==> src/rtl/pc_gen_d_if.sv <==
// rtl/pc_gen_d_if.sv - fetch-side bundle between the PC generator and the fetch stage, BTB and backend
interface pc_gen_d_if;
    logic        stall;
    logic        branch_flush;
    logic [31:0] branch_target;
    logic [1:0]  btb_valid;
    logic [31:0] pre_branch_addr [2];
    logic [31:0] pc [2];
    logic        inst_en;
    logic [1:0]  pred_taken;
    logic [31:0] pred_target;
    logic [31:0] pred_pc;
    logic        kill_slot1;

    modport master (
        input  stall, branch_flush, branch_target, btb_valid, pre_branch_addr,
        output pc, inst_en, pred_taken, pred_target, pred_pc, kill_slot1
    );

    modport slave (
        output stall, branch_flush, branch_target, btb_valid, pre_branch_addr,
        input  pc, inst_en, pred_taken, pred_target, pred_pc, kill_slot1
    );
endinterface

==> src/rtl/pc_gen_d.sv <==
// rtl/pc_gen_d.sv - dual-slot fetch PC generator; BTB redirect enabled by macro BTB_PREDICT_EN
module pc_gen_d #(
    parameter logic [31:0] RESET_PC = 32'h1C00_0000
) (
    input  logic        clk,
    input  logic        rst,
    pc_gen_d_if.master  bus
);

    typedef enum logic {BOOT, RUN} state_e;

    state_e      state_q, state_d;
    logic [31:0] p_q, p_d;
    logic [31:0] pc_q, pc_d;
    logic        iss_q, iss_d;

    logic        hit;
    logic [1:0]  taken;
    logic [31:0] target_pred;
    logic        inst_en;
    logic        issue;

    always_ff @(posedge clk) begin
        if (rst) begin
            state_q <= BOOT;
            p_q     <= RESET_PC;
            iss_q   <= 1'b0;
            pc_q    <= 32'h0;
        end else begin
            state_q <= state_d;
            p_q     <= p_d;
            iss_q   <= iss_d;
            pc_q    <= pc_d;
        end
    end

`ifdef BTB_PREDICT_EN
    // BTB answers refer to the packet issued last cycle; a flush or reset makes them stale.
    always_comb begin
        hit         = ~rst & iss_q & ~bus.branch_flush & (|bus.btb_valid);
        taken       = 2'b00;
        target_pred = 32'h0;
        if (hit) begin
            if (bus.btb_valid[0]) begin
                taken       = 2'b01;
                target_pred = bus.pre_branch_addr[0];
            end else begin
                taken       = 2'b10;
                target_pred = bus.pre_branch_addr[1];
            end
        end
    end

    assign bus.pred_pc = hit ? pc_q : 32'h0;
`else
    logic unused_btb;

    assign hit         = 1'b0;
    assign taken       = 2'b00;
    assign target_pred = 32'h0;
    assign bus.pred_pc = 32'h0;
    assign unused_btb  = ^{iss_q, pc_q, bus.btb_valid, bus.pre_branch_addr[0], bus.pre_branch_addr[1]};
`endif

    always_comb begin
        state_d = state_q;
        case (state_q)
            BOOT:    state_d = RUN;
            RUN:     state_d = RUN;
            default: state_d = BOOT;
        endcase

        inst_en = ~rst & (state_q == RUN) & ~bus.branch_flush & ~hit;
        issue   = inst_en & ~bus.stall;
        iss_d   = issue;
        pc_d    = issue ? p_q : pc_q;

        // A predicted redirect wins over stall: the stalled packet is thrown away anyway.
        p_d = p_q;
        if (bus.branch_flush) begin
            p_d = bus.branch_target;
        end else if (hit) begin
            p_d = target_pred;
        end else if (bus.stall || state_q == BOOT) begin
            p_d = p_q;
        end else begin
            p_d = p_q + 32'd8;
        end
    end

    assign bus.pc[0]       = rst ? RESET_PC : p_q;
    assign bus.pc[1]       = bus.pc[0] + 32'd4;
    assign bus.inst_en     = inst_en;
    assign bus.pred_taken  = taken;
    assign bus.pred_target = target_pred;
    assign bus.kill_slot1  = taken[0];

endmodule

==> src/flat_wrapper.sv <==
// flat-port wrapper written by rule: the top's interface ports become plain ports
module pc_gen_d_flat 
#(
    parameter logic [31:0] RESET_PC = 32'h1C00_0000
)
  (clk, rst, bus_stall, bus_branch_flush, bus_branch_target, bus_btb_valid, bus_pre_branch_addr, bus_pc, bus_inst_en, bus_pred_taken, bus_pred_target, bus_pred_pc, bus_kill_slot1);
  pc_gen_d_if bus_i ();
  input  logic clk;
  input  logic rst;
  input wire logic [$bits(bus_i.stall)-1:0] bus_stall;
  input wire logic [$bits(bus_i.branch_flush)-1:0] bus_branch_flush;
  input wire logic [$bits(bus_i.branch_target)-1:0] bus_branch_target;
  input wire logic [$bits(bus_i.btb_valid)-1:0] bus_btb_valid;
  input wire logic [$bits(bus_i.pre_branch_addr)-1:0] bus_pre_branch_addr;
  output wire logic [$bits(bus_i.pc)-1:0] bus_pc;
  output wire logic [$bits(bus_i.inst_en)-1:0] bus_inst_en;
  output wire logic [$bits(bus_i.pred_taken)-1:0] bus_pred_taken;
  output wire logic [$bits(bus_i.pred_target)-1:0] bus_pred_target;
  output wire logic [$bits(bus_i.pred_pc)-1:0] bus_pred_pc;
  output wire logic [$bits(bus_i.kill_slot1)-1:0] bus_kill_slot1;
  assign bus_i.stall = bus_stall;
  assign bus_i.branch_flush = bus_branch_flush;
  assign bus_i.branch_target = bus_branch_target;
  assign bus_i.btb_valid = bus_btb_valid;
  assign bus_i.pre_branch_addr = {>>{bus_pre_branch_addr}};
  assign bus_pc = {>>{bus_i.pc}};
  assign bus_inst_en = bus_i.inst_en;
  assign bus_pred_taken = bus_i.pred_taken;
  assign bus_pred_target = bus_i.pred_target;
  assign bus_pred_pc = bus_i.pred_pc;
  assign bus_kill_slot1 = bus_i.kill_slot1;
  pc_gen_d #(.RESET_PC(RESET_PC)) u_core (.clk(clk), .rst(rst), .bus(bus_i));
endmodule
==> config.mk <==
export PLATFORM = sky130hd
export DESIGN_NAME = pc_gen_d_flat
export DESIGN_NICKNAME = d
export VERILOG_FILES = /design/src/rtl/pc_gen_d_if.sv /design/src/rtl/pc_gen_d.sv /design/src/flat_wrapper.sv
export SDC_FILE = /design/constraint.sdc
export NUM_CORES = 1
export LEC_CHECK = 0
export ABC_CLOCK_PERIOD_IN_PS = 3800
export BUFFER_PORTS_ARGS = -buffer_cell sky130_fd_sc_hd__buf_2
export CAP_MARGIN = 20
export CORE_AREA = 2 2 90 92
export CTS_CLUSTER_DIAMETER = 150
export DETAILED_ROUTE_END_ITERATION = 8
export DIE_AREA = 0 0 92 94
export PLACE_DENSITY = 0.82
export SYNTH_ARGS = -nofsm -noshare
export SYNTH_HDL_FRONTEND = slang
export SYNTH_SLANG_ARGS = --single-unit
==> constraint.sdc <==
create_clock -name clk -period 3.8 [get_ports clk]
set_input_delay 0.76 -clock clk [delete_from_list [all_inputs] [get_ports clk]]
set_output_delay 0.76 -clock clk [all_outputs]
set_load 0.03 [all_outputs]
==> metrics.txt <==
clock sinks 33; Max stage delay on crit path 0.48 ns; Inserted Clock Buffers 5; status complete, no violations; layout cells sized above 1 23.2%; Fin. Hold Viols 0; setup tns final 0 ns; Area Growth Syn to Fin 10.3%; YS warnings 0; largest cells by area after synthesis dfxtp_1, buf_4, nor2_1, nor2b_1, a311oi_1; Final GP Congestion 0.855; Final Max Tran Viols 0; relative slew slack 65.6%; VDD IR max 143 uV; DRT antenna net count 0; final wirelength 8510 um; CP Class reg2out; Async SR Flop Fraction 0%; Crit. End Element primary output; post-synth top area cell dfxtp_1; min Tclk post-route 3.16 ns; CP arrival 2.40 ns; post-cts gate resize count 0; Clock Tree Buf Depth 2; total instance count after detailed placement 607; crit-path max FO 10; Post-Layout Cell Count 614; crit-path cells and4_1 -> nand4_1 -> nor4_1 -> mux2_2 -> buf_2; period utilization 83.0%; Inserted Diodes 0; Starting Density 41.9%; register bit count reported by yosys 33; # DRC 0; H-tree Lvls 2; Vert. Die Dim 94 um; RSZ-0062 raised after global routing false; CP max stage cell dfxtp_1; Critical Path RT 3.04 ns; via count 3183; Leak 1.60 nW; I/O Pins 234; largest net degree at the start of global routing 53; Vias/cell 5.18; first-pass GRT wire length 13400 um; post-synth top area share 20.7%; # port buffers 100; sequential fraction of the synthesis area 20.7%; PwrDens 285 nW/um2; core area 7610 um2; initial antenna violation count 0; GR Overflow Total 0; FMAX 0.317 GHz; total of max-cap violations 0; mapped cell area 3190 um2; Site Rows 32; skew final 0.00769 ns; Least-Margin Pin Slew 0.516 ns; Netlist cell types 43; Setup Viol. Count Final 0; critical path launch point type register; Hold Buf Count CTS 0; Synth Area per Inst 7.30 um2; Final Cell Area 3520 um2; Post-CTS Setup Inserts 0; placed cell area 3430 um2; Die ar. 8650 um2; NumNets Final 615; CP bufs+invs 1; Worst Hold Class reg2reg; top_reg_cell synth dfxtp_1; GRT Util Overall 19.1%; post-DP HPWL 6440 um; number of synthesized flops with an enable pin 0; worst skew pair latency 0.28 ns; drt wl/cell 13.9 um; Die W 92 um; CTS tree built; number of global-route vias before repair 2826; DR pass1 iterations 4; critical path's top delay family simple AND/OR/NAND/NOR gates; DRT iter0 DRCs 159; CTS clock-pin slew for the worst setup and hold paths 0.06 ns; Gate Count Post-Synth 437; root buffer cell clkbuf_8
registers in the layout, summed over array words and instances (netlist names):
signal          count
u_core.p_q         32
u_core.state_q      1
cells by family after synthesis:
group	after synthesis	share of synthesized area [%]
other cells	1	0.118
compound gates	61	13.5
buf+inv	119	22.9
xor+xnor	24	6.59
mux	12	3.96
fa+ha+maj	1	0.392
simple gates	186	31.8
flops	33	20.7
synth_stat cells (8+ instances only):
library cell,number
buf_4,73
nor2_1,48
dfxtp_1,33
nand2_1,30
nor2b_1,24
clkbuf_1,19
o21ai_0,17
a311oi_1,14
inv_1,14
xor2_1,14
or3_1,13
nand4_1,11
nor3_1,10
nor4_1,10
or4_1,10
xnor2_1,10
buf_2,8
nand3_1,8
path summary, 6_finish.rpt:
check | from | endpoint | slack, ns | cells past startpoint
hold reg to reg | u_core.p_q[1] | u_core.p_q[1] | 0.49 | 2
setup reg to reg | u_core.p_q[3] | u_core.p_q[29] | 1.26 | 5
hold / removal | u_core.p_q[1] | u_core.p_q[1] | 0.49 | 2
setup / recovery | u_core.p_q[9] | bus_pc[30] | 0.64 | 5
metal layers:
metal  global-route usage, %  wire (um)
met5                       0          0
met4                    5.10         76
met3                    5.14        807
met2                    32.0       4000
met1                    24.4       3630
power by group:
part | internal [mW] | switching [mW] | total, mW
logic | 0.0815 | 0.234 | 0.316
clock network | 0.144 | 0.129 | 0.272
registers | 0.370 | 0.0440 | 0.414
metrics by stage:
stage | util, % | total power [mW] | worst slack [ns] | hold WS [ns]
finish | 46.2 | 1.00 | 0.645 | 0.493
global route | 46.2 | 1.05 | 0.519 | 0.523
CTS | 46.2 | 1.00 | 0.651 | 0.498
detailed placement | 45.1 | 0.735 | 0.671 | 0.480
global placement | 45.1 | 0.729 | 0.635 | 0.469
floorplan | - | 0.719 | 0.521 | 0.452
cell usage in the layout (no fill, tap or decap), drive strengths merged, types with 3 or more instances in the layout:
cell type  instances
or4               10
a21oi              7
conb              67
nor4              10
nor2b             24
nand4             13
dfxtp             33
buf              105
or3               13
a211oi             7
clkbuf             7
mux2               5
nor2              48
o21ai             17
nor3              10
nand3              8
xor2              14
and4b              3
o31ai              7
nand2             30
xnor2             10
inv               14
a311oi            14
mux2i              7
and3               5
and4               5
worst register-to-register path: cells and delay by family (launching register included):
family / cells / cell delay [ns]
simple gates: 3 / 1.36
compound gates: 1 / 0.29
fa+ha+maj: 1 / 0.22
flops: 1 / 0.57
area by class of cell:
class,instances,area [um2]
Timing Repair Buffer,105,538
Fill cell,789,4090
Multi-Input combinational cell,351,2040
Inverter,16,60.1
Sequential cell,33,661
Tap cell,102,128
Clock buffer,7,86.3
Power figures use the tool's default switching activity.
